--- src/rtl/nibble_serial_adder.sv ---
// -----------------------------------------------------------------------------
// nibble_serial_adder
//
// Adds two W-bit operands (W = 4*NIBBLES) plus a carry-in, one 4-bit nibble
// per clock, least significant nibble first. Each nibble is summed with 4-bit
// carry-lookahead logic; the carry out of one nibble is registered and feeds
// the next. The result, carry out and signed overflow are registered and held
// until the next accepted start.
//
// Ports
//   clk   : rising-edge clock
//   rst   : synchronous active-high reset (priority over start)
//   start : request to begin an addition; accepted in IDLE or DONE
//   a, b  : W-bit operands, captured on an accepted start
//   cin   : carry-in, captured on an accepted start
//   busy  : high while nibbles are being added (state ADD)
//   done  : single-cycle pulse, result valid (state DONE)
//   s     : registered sum; shows the partial sum while busy
//   cout  : registered carry out of the MSB
//   ovf   : registered two's-complement overflow flag
// -----------------------------------------------------------------------------
module nibble_serial_adder #(
  parameter int NIBBLES = 4
) (
  input  logic                 clk,
  input  logic                 rst,
  input  logic                 start,
  input  logic [4*NIBBLES-1:0] a,
  input  logic [4*NIBBLES-1:0] b,
  input  logic                 cin,
  output logic                 busy,
  output logic                 done,
  output logic [4*NIBBLES-1:0] s,
  output logic                 cout,
  output logic                 ovf
);

  localparam int W     = 4 * NIBBLES;
  localparam int IDX_W = $clog2(NIBBLES + 1);
  localparam logic [IDX_W-1:0] LAST_IDX = IDX_W'(NIBBLES - 1);

  typedef enum logic [1:0] {
    IDLE = 2'd0,
    ADD  = 2'd1,
    DONE = 2'd2
  } state_t;

  state_t           state_q, state_d;
  logic [IDX_W-1:0] idx_q, idx_d;
  logic [W-1:0]     a_q, a_d;
  logic [W-1:0]     b_q, b_d;
  logic             carry_q, carry_d;
  logic [W-1:0]     s_q, s_d;
  logic             cout_q, cout_d;
  logic             ovf_q, ovf_d;

  // ---------------------------------------------------------------------------
  // Select the operand nibbles addressed by idx
  // ---------------------------------------------------------------------------
  logic [3:0] a_nib, b_nib;

  always_comb begin
    a_nib = '0;
    b_nib = '0;
    for (int i = 0; i < NIBBLES; i++) begin
      if (idx_q == IDX_W'(i)) begin
        a_nib = a_q[4*i +: 4];
        b_nib = b_q[4*i +: 4];
      end
    end
  end

  // ---------------------------------------------------------------------------
  // 4-bit carry lookahead on the selected nibble
  // ---------------------------------------------------------------------------
  logic [3:0] p, g, sum_nib;
  logic       c1, c2, c3, c4;

  assign p = a_nib ^ b_nib;
  assign g = a_nib & b_nib;

  assign c1 = g[0] | (p[0] & carry_q);
  assign c2 = g[1] | (p[1] & g[0]) | (p[1] & p[0] & carry_q);
  assign c3 = g[2] | (p[2] & g[1]) | (p[2] & p[1] & g[0])
            | (p[2] & p[1] & p[0] & carry_q);
  assign c4 = g[3] | (p[3] & g[2]) | (p[3] & p[2] & g[1])
            | (p[3] & p[2] & p[1] & g[0])
            | (p[3] & p[2] & p[1] & p[0] & carry_q);

  assign sum_nib = p ^ {c3, c2, c1, carry_q};

  // ---------------------------------------------------------------------------
  // Sum register with the current nibble slot replaced by the new sum nibble
  // ---------------------------------------------------------------------------
  logic [W-1:0] s_wr;

  generate
    for (genvar gi = 0; gi < NIBBLES; gi++) begin : g_nib_wr
      assign s_wr[4*gi +: 4] = (idx_q == IDX_W'(gi)) ? sum_nib : s_q[4*gi +: 4];
    end
  endgenerate

  // ---------------------------------------------------------------------------
  // State and datapath registers
  // ---------------------------------------------------------------------------
  always_ff @(posedge clk) begin
    if (rst) begin
      state_q <= IDLE;
      idx_q   <= '0;
      a_q     <= '0;
      b_q     <= '0;
      carry_q <= 1'b0;
      s_q     <= '0;
      cout_q  <= 1'b0;
      ovf_q   <= 1'b0;
    end else begin
      state_q <= state_d;
      idx_q   <= idx_d;
      a_q     <= a_d;
      b_q     <= b_d;
      carry_q <= carry_d;
      s_q     <= s_d;
      cout_q  <= cout_d;
      ovf_q   <= ovf_d;
    end
  end

  // ---------------------------------------------------------------------------
  // Next-state and datapath update
  // ---------------------------------------------------------------------------
  always_comb begin
    state_d = state_q;
    idx_d   = idx_q;
    a_d     = a_q;
    b_d     = b_q;
    carry_d = carry_q;
    s_d     = s_q;
    cout_d  = cout_q;
    ovf_d   = ovf_q;

    unique case (state_q)
      IDLE: begin
        if (start) begin
          state_d = ADD;
          a_d     = a;
          b_d     = b;
          carry_d = cin;
          idx_d   = '0;
          s_d     = '0;
        end
      end

      ADD: begin
        // start is deliberately not examined here: operands stay frozen
        s_d     = s_wr;
        carry_d = c4;
        if (idx_q == LAST_IDX) begin
          // idx is left at its last value so it never wraps
          state_d = DONE;
          cout_d  = c4;
          ovf_d   = c3 ^ c4;
        end else begin
          idx_d = idx_q + IDX_W'(1);
        end
      end

      DONE: begin
        if (start) begin
          state_d = ADD;
          a_d     = a;
          b_d     = b;
          carry_d = cin;
          idx_d   = '0;
          s_d     = '0;
        end else begin
          state_d = IDLE;
        end
      end

      default: begin
        state_d = IDLE;
      end
    endcase
  end

  assign busy = (state_q == ADD);
  assign done = (state_q == DONE);
  assign s    = s_q;
  assign cout = cout_q;
  assign ovf  = ovf_q;

endmodule
--- config.mk ---
export PLATFORM = sky130hd
export DESIGN_NAME = nibble_serial_adder
export DESIGN_NICKNAME = d
export VERILOG_FILES = /design/src/rtl/nibble_serial_adder.sv
export SDC_FILE = /design/constraint.sdc
export NUM_CORES = 1
export LEC_CHECK = 0
export ABC_AREA = 1
export BUFFER_PORTS_ARGS = -buffer_cell sky130_fd_sc_hd__buf_2
export CAP_MARGIN = 20
export CELL_PAD_IN_SITES_DETAIL_PLACEMENT = 1
export CELL_PAD_IN_SITES_GLOBAL_PLACEMENT = 1
export CORE_AREA = 2 2 118 63
export DETAILED_ROUTE_END_ITERATION = 7
export DIE_AREA = 0 0 120 65
export GPL_ROUTABILITY_DRIVEN = 1
export GPL_TIMING_DRIVEN = 0
export PLACE_DENSITY = 0.83
export SETUP_SLACK_MARGIN = 0.2
export SYNTH_ARGS = -nofsm -noshare
export SYNTH_HDL_FRONTEND = slang
export SYNTH_SLANG_ARGS = --single-unit
--- constraint.sdc ---
create_clock -name clk -period 5.2 [get_ports clk]
set_input_delay 0.26 -clock clk [delete_from_list [all_inputs] [get_ports clk]]
set_output_delay 0.26 -clock clk [all_outputs]
set_load 0.02 [all_outputs]
==> results of run 1 <==
[layout make-up]
| type | count | area [um2] | share of cell area |
|---|---|---|---|
| Clock inverter | 2 | 38.8 | 0.0122 |
| Buffer | 14 | 70.1 | 0.0221 |
| Tap cell | 96 | 120 | 0.0378 |
| Sequential cell | 56 | 1120 | 0.353 |
| Clock buffer | 6 | 129 | 0.0406 |
| Multi-Input combinational cell | 255 | 1300 | 0.410 |
| Timing Repair Buffer | 55 | 275 | 0.0867 |
| Inverter | 31 | 119 | 0.0374 |
[per-layer routing]
layer | GRT usage | up-vias | wire length [um]
li1 | - | 1291 | -
met1 | 0.302 | 1282 | 3960
met2 | 0.359 | 52 | 3620
met3 | 0.0519 | 4 | 431
met4 | 0.0603 | 0 | 57
met5 | 0 | - | 0
[layout by cell type (no fill, tap or decap), drive strengths merged]
cell    netlist  final
nor2         73     73
o21ai        67     67
a31oi         7      7
inv          31     32
fa            1      1
o21a          2      2
clkbuf        5     11
nand2        56     56
xnor2         1      1
o22ai         1      1
o211ai        2      2
buf           9     64
ha           10     10
bufinv        0      1
nand3        16     16
nand4         2      2
a21oi        17     17
dfxtp        56     56
[cells by family after synthesis]
logic type / share of synthesized area
simple gates: 0.235
xor+xnor: 0.00335
fa+ha+maj: 0.0556
buf+inv: 0.0724
compound gates: 0.205
flops: 0.429
[where the power goes]
part	internal (mW)	leakage (nW)	switching [mW]	total (mW)
clock network	0.230	0.0815	0.163	0.393
registers	0.463	0.462	0.0218	0.485
logic	0.0746	0.964	0.146	0.221
[path summary, 6_finish.rpt]
kind                          from               endpoint  slack [ns]  cells past startpoint
max reg2reg  idx_q[0]$_SDFFE_PP0P_      s[3]$_SDFFE_PP0P_        2.17                     14
max          idx_q[0]$_SDFFE_PP0P_      s[3]$_SDFFE_PP0P_        2.17                     14
min                            rst  idx_q[1]$_SDFFE_PP0P_        0.20                      2
min reg2reg    a_q[5]$_SDFFE_PP0P_    a_q[5]$_SDFFE_PP0P_        0.49                      2
[critical path, delay by kind of cell (launching register included)]
kind            cells  cell delay (ns)
fa+ha+maj           3             0.76
compound gates      3             0.68
flops               1             0.35
simple gates        6             0.68
buf+inv             2             0.47
[per-stage QoR]
step	util	hold slack, ns	setup slack (ns)
after floorplan	-	0.329	2.96
after global placement	0.435	0.462	2.34
after detailed placement	0.435	0.472	2.24
after CTS	0.459	0.201	2.22
after global routing	0.459	0.216	1.84
final	0.459	0.203	2.17
[state kept, by name, summed over array words and instances (netlist names)]
| register | cells |
|---|---|
| s | 16 |
| cout | 1 |
| carry_q | 1 |
| idx_q | 3 |
| state_q | 2 |
| ovf | 1 |
| a_q | 16 |
| b_q | 16 |
==> implementation parameters, run 1 <==
Parameter                              Value

Logic synthesis
  Mapped Avg Cell Area ... between 7 and 8 um2
  Yosys Warn Count ... 0
  Async SR Flop Fraction ... 0
  Unique masters post-synth ... 26
  Top_reg_cell synth ... dfxtp_1
  Number of flops mapped to enable cells by yosys ... 0
  Portion of the post-synthesis area used by sequential elements ... 0.429
  Ranking of synthesized cells by instance count ... nor2_1, o21ai_0, dfxtp_1
  Post-synthesis cell count ... 356
  Share of the synthesized area in the top cell type ... 0.429
  Post-synthesis instance area ... ~0.0026 mm2
  Post-synth top area cell ... dfxtp_1
  Register bit count reported by yosys ... 56
  Cells taking the most area after synthesis ... dfxtp_1, o21ai_0, nor2_1, nand2_1, ha_1
  Most frequent cell after synthesis ... nor2_1
  Nets in the synthesized netlist ... about 400

Setup path
  Worst Path Required ... 5.44 ns
  Worst path slowest cell ... ha_1
  Worst Setup End Kind ... flop
  Critical Path Source Type ... flop
  Biggest fanout along the worst timing path ... 10
  Arrival time worst endpoint ... 3.27 ns
  Worst path max stage delay ... roughly 0.36 ns
  Critical Path Most Common Cell ... nand2_1
  Critical path class ... reg -> reg
  Cells along the critical path ... ha_1 -> ha_1 -> buf_2 -> inv_1 -> o21ai_0 -> o21ai_0 -> ha_1 -> nand2_1 -> nand2_1 -> nor2_1 -> nand2_1 -> nand2_1 -> nand3_1 -> a21oi_1

STA
  Maximum clock skew at final layout ... approximately 0.01 ns
  Fin crit share ... 0.583
  Setup_tns ... 0 ns
  Final setup viols ... 0
  Final Hold Viols ... 0
  Worst slew slack as a fraction of its limit ... 0.683
  Worst-margin pin slew ... between 0.4 and 0.5 ns
  Crit path time final ... about 3 ns
  Number of pins exceeding their max-slew limit in the final report ... 0
  RSZ-0062 raised after global routing ... false
  Timing-limited maximum frequency ... roughly 0.33 GHz

Pwr
  Standby leakage power ... approximately 1.5 nW
  Pwr Density ... approximately 350 mW/mm2
  Peak supply drop ... 0.132 mV
  Power after layout ... around 1.1 mW

Route
  Mean routed wirelength per cell ... around 16 um
  Post-route antenna net violation count ... 0
  Total Routed Length ... about 8.1 mm
  Total vias in the final route ... approximately 2,600
  DRC ... 0
  First DRT Iteration DRCs ... approximately 160
  Detailed Routing Iterations Pass 1 ... 4
  Number of vias per cell ... 5.10

Cells and area
  Area growth from synthesis to layout ... 21.6%
  Layout Cell Area excl Fill ... roughly 0.0032 mm2
  Net total in the final layout ... around 470
  Ratio of cells with drive above 1 in the final layout ... 0.205
  Final non-filler cell total ... between 500 and 600
  Fill cells ... about 900
  Number of diodes added for antenna fixing ... 0

Floorplanning
  Starting utilization of the core area ... 0.378
  Floorplan die width ... around 120 um
  Die Outline Area ... 0.00780 mm2
  Number of primary I/O pins ... 56
  Number of standard-cell rows in the floorplan ... 22
  Area of the placeable core ... approximately 0.0069 mm2
  Chip height ... ~65 um

GRT
  Pin count of the biggest net entering global routing ... 18
  GRT Util Overall ... 0.224
  Total congestion overflow after global routing ... 0
  Wire length of the first global-routing pass ... approximately 13 mm
  Number of global-route vias before repair ... between 2,000 and 3,000
  Number of antenna violations at the first check in global routing ... 0

Placed design
  Detail Placement HPWL ... ~6.2 mm
  Port Buffers ... 55
  Routability-driven placement congestion ratio ... just over 0.8
  Number of placed cells counting well taps ... between 500 and 600
  Cell area after placement ... 0.00301 mm2

CTS
  Skew-Pair Late Insertion Delay ... 0.31 ns
  Clk root buf ... clkbuf_16
  Number of H-tree levels ... 2
  Maximum clock path buffer count ... 2
  Clk pin slew, worst setup/hold paths ... 0.07 ns
  Count of cells resized by post-cts repair ... 0
  Number of buffers added by the clock tree synthesis step ... 5
  CTS sink cnt ... 56
  Count of hold-fix buffers inserted at cts ... 0
  CTS tree ... yes
  Number of post-CTS setup repair buffers ... 0

Worst hold path
  HP Class ... in -> reg

Run
  # Max-Cap Violations ... 0

Run status
  Status ... finished, final reports clean
Power figures use the tool's default switching activity.
==> run 2: changes to the inputs <==
ABC_AREA = 0   (was 1)
CORE_AREA = 2 2 120 64   (was 2 2 118 63)
DIE_AREA = 0 0 122 66   (was 0 0 120 65)
PLACE_DENSITY = 0.81   (was 0.83)
clock period = 3.1 ns   (was 5.2 ns; I/O delays follow)
==> run 2 against run 1 <==
Compared with the run above: synthesized cell count decreased by 7.0%; flip-flop and latch count is the same; utilization up 1.5 points; first-iteration DRC count is 12% higher; die area up 3.2%; sequential share of layout area down 1.5 points; final cell count fell by 5.0%; synthesized area rose by 3.2%; wire length up 0.48%; largest cell class unchanged; largest power group unchanged; highest routed layer unchanged.
==> implementation parameters, run 2 <==
Parameter                              Value

Logic synthesis
  Nets in the synthesized netlist ... 378
  Mapped Avg Cell Area ... 8.14 um2
  Cells taking the most area after synthesis ... dfxtp_1, nand2_1, a21oi_1, ha_1, a22o_1
  Number of flops mapped to enable cells by yosys ... 0
  Top_reg_cell synth ... dfxtp_1
  Share of the synthesized area in the top cell type ... 0.416
  Portion of the post-synthesis area used by sequential elements ... 0.416
  Most frequent cell after synthesis ... nand2_1
  Async SR Flop Fraction ... 0
  Unique masters post-synth ... 43
  Post-synthesis cell count ... 331
  Register bit count reported by yosys ... between 50 and 60
  Post-synth top area cell ... dfxtp_1
  Yosys Warn Count ... 0
  Ranking of synthesized cells by instance count ... nand2_1, dfxtp_1, a21oi_1
  Post-synthesis instance area ... approximately 0.0027 mm2

CTS
  Clk root buf ... clkbuf_16
  Count of hold-fix buffers inserted at cts ... 0
  Skew-Pair Late Insertion Delay ... ~0.3 ns
  CTS tree ... yes
  Maximum clock path buffer count ... 2
  CTS sink cnt ... 56
  Clk pin slew, worst setup/hold paths ... ~0.07 ns
  Number of H-tree levels ... 2
  Number of buffers added by the clock tree synthesis step ... 5

GRT
  GRT Util Overall ... 0.209
  Number of global-route vias before repair ... about 2,500
  Wire length of the first global-routing pass ... approximately 13 mm
  Total congestion overflow after global routing ... 0
  Pin count of the biggest net entering global routing ... 17
  Number of antenna violations at the first check in global routing ... 0

Cells and area
  Final non-filler cell total ... 489
  Top library cells by usage in the layout, fill and taps aside ... nand2_1, buf_2, dfxtp_1
  Number of diodes added for antenna fixing ... 0
  Fill cells ... between 800 and 900
  Finished Core Util ... 0.474
  Net total in the final layout ... 440
  Area growth from synthesis to layout ... 23.6%
  Ratio of cells with drive above 1 in the final layout ... 0.249
  Most common cell after layout, fill and taps aside ... nand2_1
  Layout Cell Area excl Fill ... between 0.003 and 0.004 mm2

Route
  Highest routed metal layer ... met4
  Detailed Routing Iterations Pass 1 ... 4
  Post-Route M1 WL ... a little over 4 mm
  Routed wire length on met3 ... ~600 um
  Detailed route wirelength on metal2 ... approximately 3.3 mm
  DRC ... 0
  Mean routed wirelength per cell ... between 15 and 20 um
  Total Routed Length ... roughly 8 mm
  Total vias in the final route ... between 2,000 and 3,000
  Number of vias per cell ... about 5.3
  First DRT Iteration DRCs ... about 180
  Post-route antenna net violation count ... 0

Placed design
  Port Buffers ... 55
  Pre-CTS worst setup slack ... 0.209 ns
  Number of placed cells counting well taps ... roughly 480
  Routability-driven placement congestion ratio ... around 0.81
  Cell area after placement ... 0.00309 mm2
  Detail Placement HPWL ... around 6.0 mm

Pwr
  Switching portion of total power ... 0.252
  Switching power ... 446 uW
  Clock group share of total power ... 0.411
  Pwr Density ... around 530 mW/mm2
  Sequential Power Share ... 0.439
  Internal power ... ~1.3 mW
  Standby leakage power ... around 1.4 nW
  Part of the power in combinational logic ... 0.150
  Peak supply drop ... between 0.2 and 0.25 mV

Setup path
  Worst setup slack for register-to-register paths ... 0.31 ns
  Arrival time worst endpoint ... roughly 3 ns
  Source of the critical timing path ... idx_q[0]$_SDFFE_PP0P_
  Biggest fanout along the worst timing path ... 10
  Critical path class ... reg -> reg
  Crit path capture ... s[10]$_SDFFE_PP0P_
  Worst r2r dst ... s[10]$_SDFFE_PP0P_
  Worst Setup End Kind ... flop
  Launching point of the worst reg2reg path ... idx_q[0]$_SDFFE_PP0P_
  Logic depth of the worst register-to-register path ... 9
  Critical Path Source Type ... flop
  Worst Path Required ... around 3.3 ns

STA
  Fin crit share ... 0.899
  Setup_tns ... 0 ns
  Crit path time final ... 2.79 ns
  Final setup viols ... 0
  RSZ-0062 raised after global routing ... false
  Worst-margin pin slew ... between 0.5 and 0.6 ns
  Worst slew slack as a fraction of its limit ... 0.653
  Timing-limited maximum frequency ... ~0.36 GHz
  Number of pins exceeding their max-slew limit in the final report ... 0
  Final Hold Viols ... 0
  Maximum clock skew at final layout ... between 0.005 and 0.006 ns
  Final critical-path setup slack ... about 0.31 ns

Worst hold path
  Min-Delay Startpoint ... a[0]
  HP Class ... in -> reg

Floorplanning
  Number of standard-cell rows in the floorplan ... 22
  Die Outline Area ... between 0.008 and 0.009 mm2
  Chip height ... around 66 um
  Number of primary I/O pins ... 56
  Area of the placeable core ... around 0.007 mm2
  Starting utilization of the core area ... 0.384
  Floorplan die width ... roughly 120 um

Run status
  Status ... finished, final reports clean

Run
  # Max-Cap Violations ... 0
==> run 2: changes by cell type in the layout (fill, tap and decap cells not counted), sizes merged, moves of 5 or more <==
cell / delta
nor2: -55
o21ai: -53
a21oi: +34
inv: -26
nand2: +25
and3b: +9
a22o: +8
buf: +7
nand3: -6
a31oi: -5
nor3: +5
or3: +5
==> run 2: layout make-up <==
class                   count  area [um2]  share of cell area
multi-input cells         248        1460               0.439
plain buffers              21         140              0.0421
repair buffers             55         275              0.0827
clock buffers               5         125              0.0376
flip-flops and latches     56        1120               0.338
clock inverters             2        60.1              0.0180
inverters                   6        22.5             0.00676
well taps                  96         120              0.0361
==> run 2: power by group through the flow <==
stage                     sequential (mW)  clock, mW  combinational [mW]
after floorplan                     0.787          0               0.169
after global placement              0.788          0               0.248
after detailed placement            0.789          0               0.256
after CTS                           0.773      0.738               0.259
after global routing                0.779      0.763               0.295
final                               0.775      0.726               0.266
==> run 2: logic make-up (layout without fill, tap and decap cells) <==
group / Yosys count / after routing / share of synthesized area
compound gates: 91 / 91 / 0.201
xor+xnor: 1 / 1 / 0.00325
fa+ha+maj: 11 / 11 / 0.0539
buf+inv: 27 / 89 / 0.0594
flops: 56 / 56 / 0.416
mux: 1 / 1 / 0.00372
simple gates: 144 / 144 / 0.262
==> run 2: timing repair <==
action                     CTS  global route
setup buffers                0             0
gates resized for setup      2            16
setup endpoints to repair    8            11
hold endpoints to repair     0             0
==> run 2: metal layers <==
metal | up-vias | track usage
li1 | 1269 | -
met1 | 1245 | 0.301
met2 | 70 | 0.310
met3 | 8 | 0.0517
met4 | 0 | 0.0546
met5 | - | 0
==> run 2: how the worst min path moves through the flow <==
stage,endpoint,slack (ns),cells after the start
final,a_q[0]$_SDFFE_PP0P_,0.09,3
after global routing,b_q[5]$_SDFFE_PP0P_,0.1,3
after CTS,a_q[12]$_SDFFE_PP0P_,0.08,3
after detailed placement,a_q[12]$_SDFFE_PP0P_,0.40,3
after global placement,a_q[15]$_SDFFE_PP0P_,0.40,3
after floorplan,a_q[0]$_SDFFE_PP0P_,0.29,2
==> run 2: per-stage QoR <==
stage               hold slack, ns  total power [mW]
floorplan                    0.291             0.956
global placement             0.401              1.04
detailed placement           0.404              1.04
CTS                         0.0829              1.77
global route                0.0951              1.84
finish                      0.0852              1.77
==> run 2: worst max-delay path, cell delays in order, from the launching register on <==
cell	delay, ns
dfxtp_2	0.35
ha_1	0.22
ha_1	0.30
clkbuf_2	0.24
a22o_1	0.29
ha_1	0.34
a21o_1	0.21
a21o_1	0.22
or3_1	0.39
o311ai_0	0.11
==> run 3: changes to the inputs <==
SETUP_SLACK_MARGIN = 0.5   (was 0.2)
==> run 3 against run 2 <==
Compared with the run above: first-iteration DRC count up 24%; setup slack better by 0.24 ns; flip-flop and latch count unchanged; power up 1.3%; clock power about the same; clock skew up 0.0029 ns; combinational power up 7.5%; register-to-register slack better by 0.24 ns; count of clock-buffer cells in the layout unchanged; largest power group unchanged; via count down 0.50%; die area unchanged; final cell count up 0.61%.
==> implementation parameters, run 3 (same netlist as run 2, synthesis figures left out) <==
Parameter                              Value

CTS
  Skew-Pair Late Insertion Delay ... ~0.3 ns
  Number of H-tree levels ... 2
  CTS tree ... yes
  CTS sink cnt ... 56
  Clk root buf ... clkbuf_16
  Number of buffers added by the clock tree synthesis step ... 5
  Clk pin slew, worst setup/hold paths ... roughly 0.07 ns
  Maximum clock path buffer count ... 2

Floorplanning
  Number of primary I/O pins ... 56
  Chip height ... 66 um
  Die Outline Area ... between 0.008 and 0.009 mm2
  Area of the placeable core ... between 0.007 and 0.008 mm2
  Starting utilization of the core area ... 0.384
  Number of standard-cell rows in the floorplan ... 22
  Floorplan die width ... 122 um

Setup path
  Worst Setup End Kind ... flop
  Worst Path Required ... 3.28 ns
  Critical path class ... reg -> reg
  Arrival time worst endpoint ... roughly 2.7 ns
  Biggest fanout along the worst timing path ... 10
  Critical Path Source Type ... flop

Cells and area
  Footprint of the flip-flops and latches ... between 0.001 and 0.0015 mm2
  Top library cells by usage in the layout, fill and taps aside ... nand2_1, buf_2, dfxtp_1
  Net total in the final layout ... 443
  Area occupied by multi-input gates ... 0.00152 mm2
  Number of diodes added for antenna fixing ... 0
  Final non-filler cell total ... 492
  Ratio of cells with drive above 1 in the final layout ... 0.278
  Most common cell after layout, fill and taps aside ... nand2_1
  Finished Core Util ... 0.489
  Fill cells ... 865
  Area growth from synthesis to layout ... 27.3%

Pwr
  Standby leakage power ... approximately 1.4 nW
  Peak supply drop ... 0.220 mV
  Pwr Density ... 522 mW/mm2

STA
  Final Hold Viols ... 0
  RSZ-0062 raised after global routing ... true
  Maximum clock skew at final layout ... roughly 0.0086 ns
  Final setup viols ... 0
  Crit path time final ... between 2 and 3 ns
  Setup_tns ... 0 ns
  Timing-limited maximum frequency ... between 0.3 and 0.4 GHz
  Worst-margin pin slew ... about 0.52 ns
  Worst slew slack as a fraction of its limit ... 0.656
  Smallest hold slack ... between 0.08 and 0.09 ns
  Fin crit share ... 0.823
  Number of pins exceeding their max-slew limit in the final report ... 0

GRT
  Pin count of the biggest net entering global routing ... 17
  Number of global-route vias before repair ... between 2,000 and 3,000
  Total congestion overflow after global routing ... 0
  Wire length of the first global-routing pass ... between 10 and 15 mm
  Number of antenna violations at the first check in global routing ... 0
  GRT Util Overall ... 0.215

Placed design
  Detail Placement HPWL ... roughly 6 mm
  Number of placed cells counting well taps ... approximately 480
  Port Buffers ... between 50 and 60
  Routability-driven placement congestion ratio ... between 0.8 and 0.9

Worst hold path
  HP Class ... in -> reg

Route
  First DRT Iteration DRCs ... about 230
  Mean routed wirelength per cell ... 16.9 um
  Number of vias per cell ... 5.24
  DRC ... 0
  Post-route antenna net violation count ... 0
  Total vias in the final route ... ~2,600
  Total Routed Length ... approximately 8.3 mm
  Detailed Routing Iterations Pass 1 ... 4

Run
  # Max-Cap Violations ... 0

Run status
  Status ... finished, final reports clean
-- run 3: path summary, 6_finish.rpt --
path	startpoint	endpoint	slack [ns]	cells past startpoint
max	idx_q[0]$_SDFFE_PP0P_	s[10]$_SDFFE_PP0P_	0.55	9
min	b[3]	b_q[3]$_SDFFE_PP0P_	0.09	3
max reg2reg	idx_q[0]$_SDFFE_PP0P_	s[10]$_SDFFE_PP0P_	0.55	9
min reg2reg	b_q[10]$_SDFFE_PP0P_	b_q[10]$_SDFFE_PP0P_	0.46	2
-- run 3: timing repair --
| item | CTS | global route |
|---|---|---|
| resized for setup | 27 | 11 |
| buffers inserted | 2 | 1 |
| pin swaps | 4 | 2 |
| hold buffers | 0 | 0 |
| endpoints found under the setup margin | 19 | 13 |
-- run 3: worst max-delay path, stage by stage, from the launching register on --
cell,delay [ns]
dfxtp_4,0.36
ha_1,0.22
ha_2,0.23
clkbuf_4,0.20
a22o_1,0.29
ha_4,0.26
a21o_1,0.17
a21o_1,0.19
or3_1,0.39
o311ai_0,0.11
-- run 3: area by class of cell --
type	instances	share of cell area
Buffer	21	0.0434
Clock buffer	5	0.0365
Clock inverter	2	0.0175
Inverter	6	0.00730
Multi-Input combinational cell	248	0.444
Sequential cell	56	0.329
Tap cell	96	0.0350
Timing Repair Buffer	58	0.0868
-- run 3: through the flow --
step / total power, mW / setup WS (ns) / cell area [um2]
final: 1.79 / 0.550 / 3430
after floorplan: 0.956 / 0.637 / 2690
after CTS: 1.78 / 0.505 / 3370
after global placement: 1.04 / 0.255 / 3090
after detailed placement: 1.04 / 0.209 / 3090
after global routing: 1.86 / 0.460 / 3430
-- run 3: power by group --
| group | internal [mW] | switching (mW) | leakage [nW] |
|---|---|---|---|
| combinational | 0.122 | 0.165 | 0.881 |
| clock | 0.459 | 0.270 | 0.0899 |
| sequential | 0.752 | 0.0232 | 0.459 |
| total | 1.33 | 0.458 | 1.43 |
-- run 3: layer usage --
layer	part of all wire	global-route usage	vias up
li1	-	-	1274
met1	0.51	0.305	1240
met2	0.43	0.331	57
met3	0.056	0.0483	8
met4	0.0093	0.0546	0
met5	0	0	-
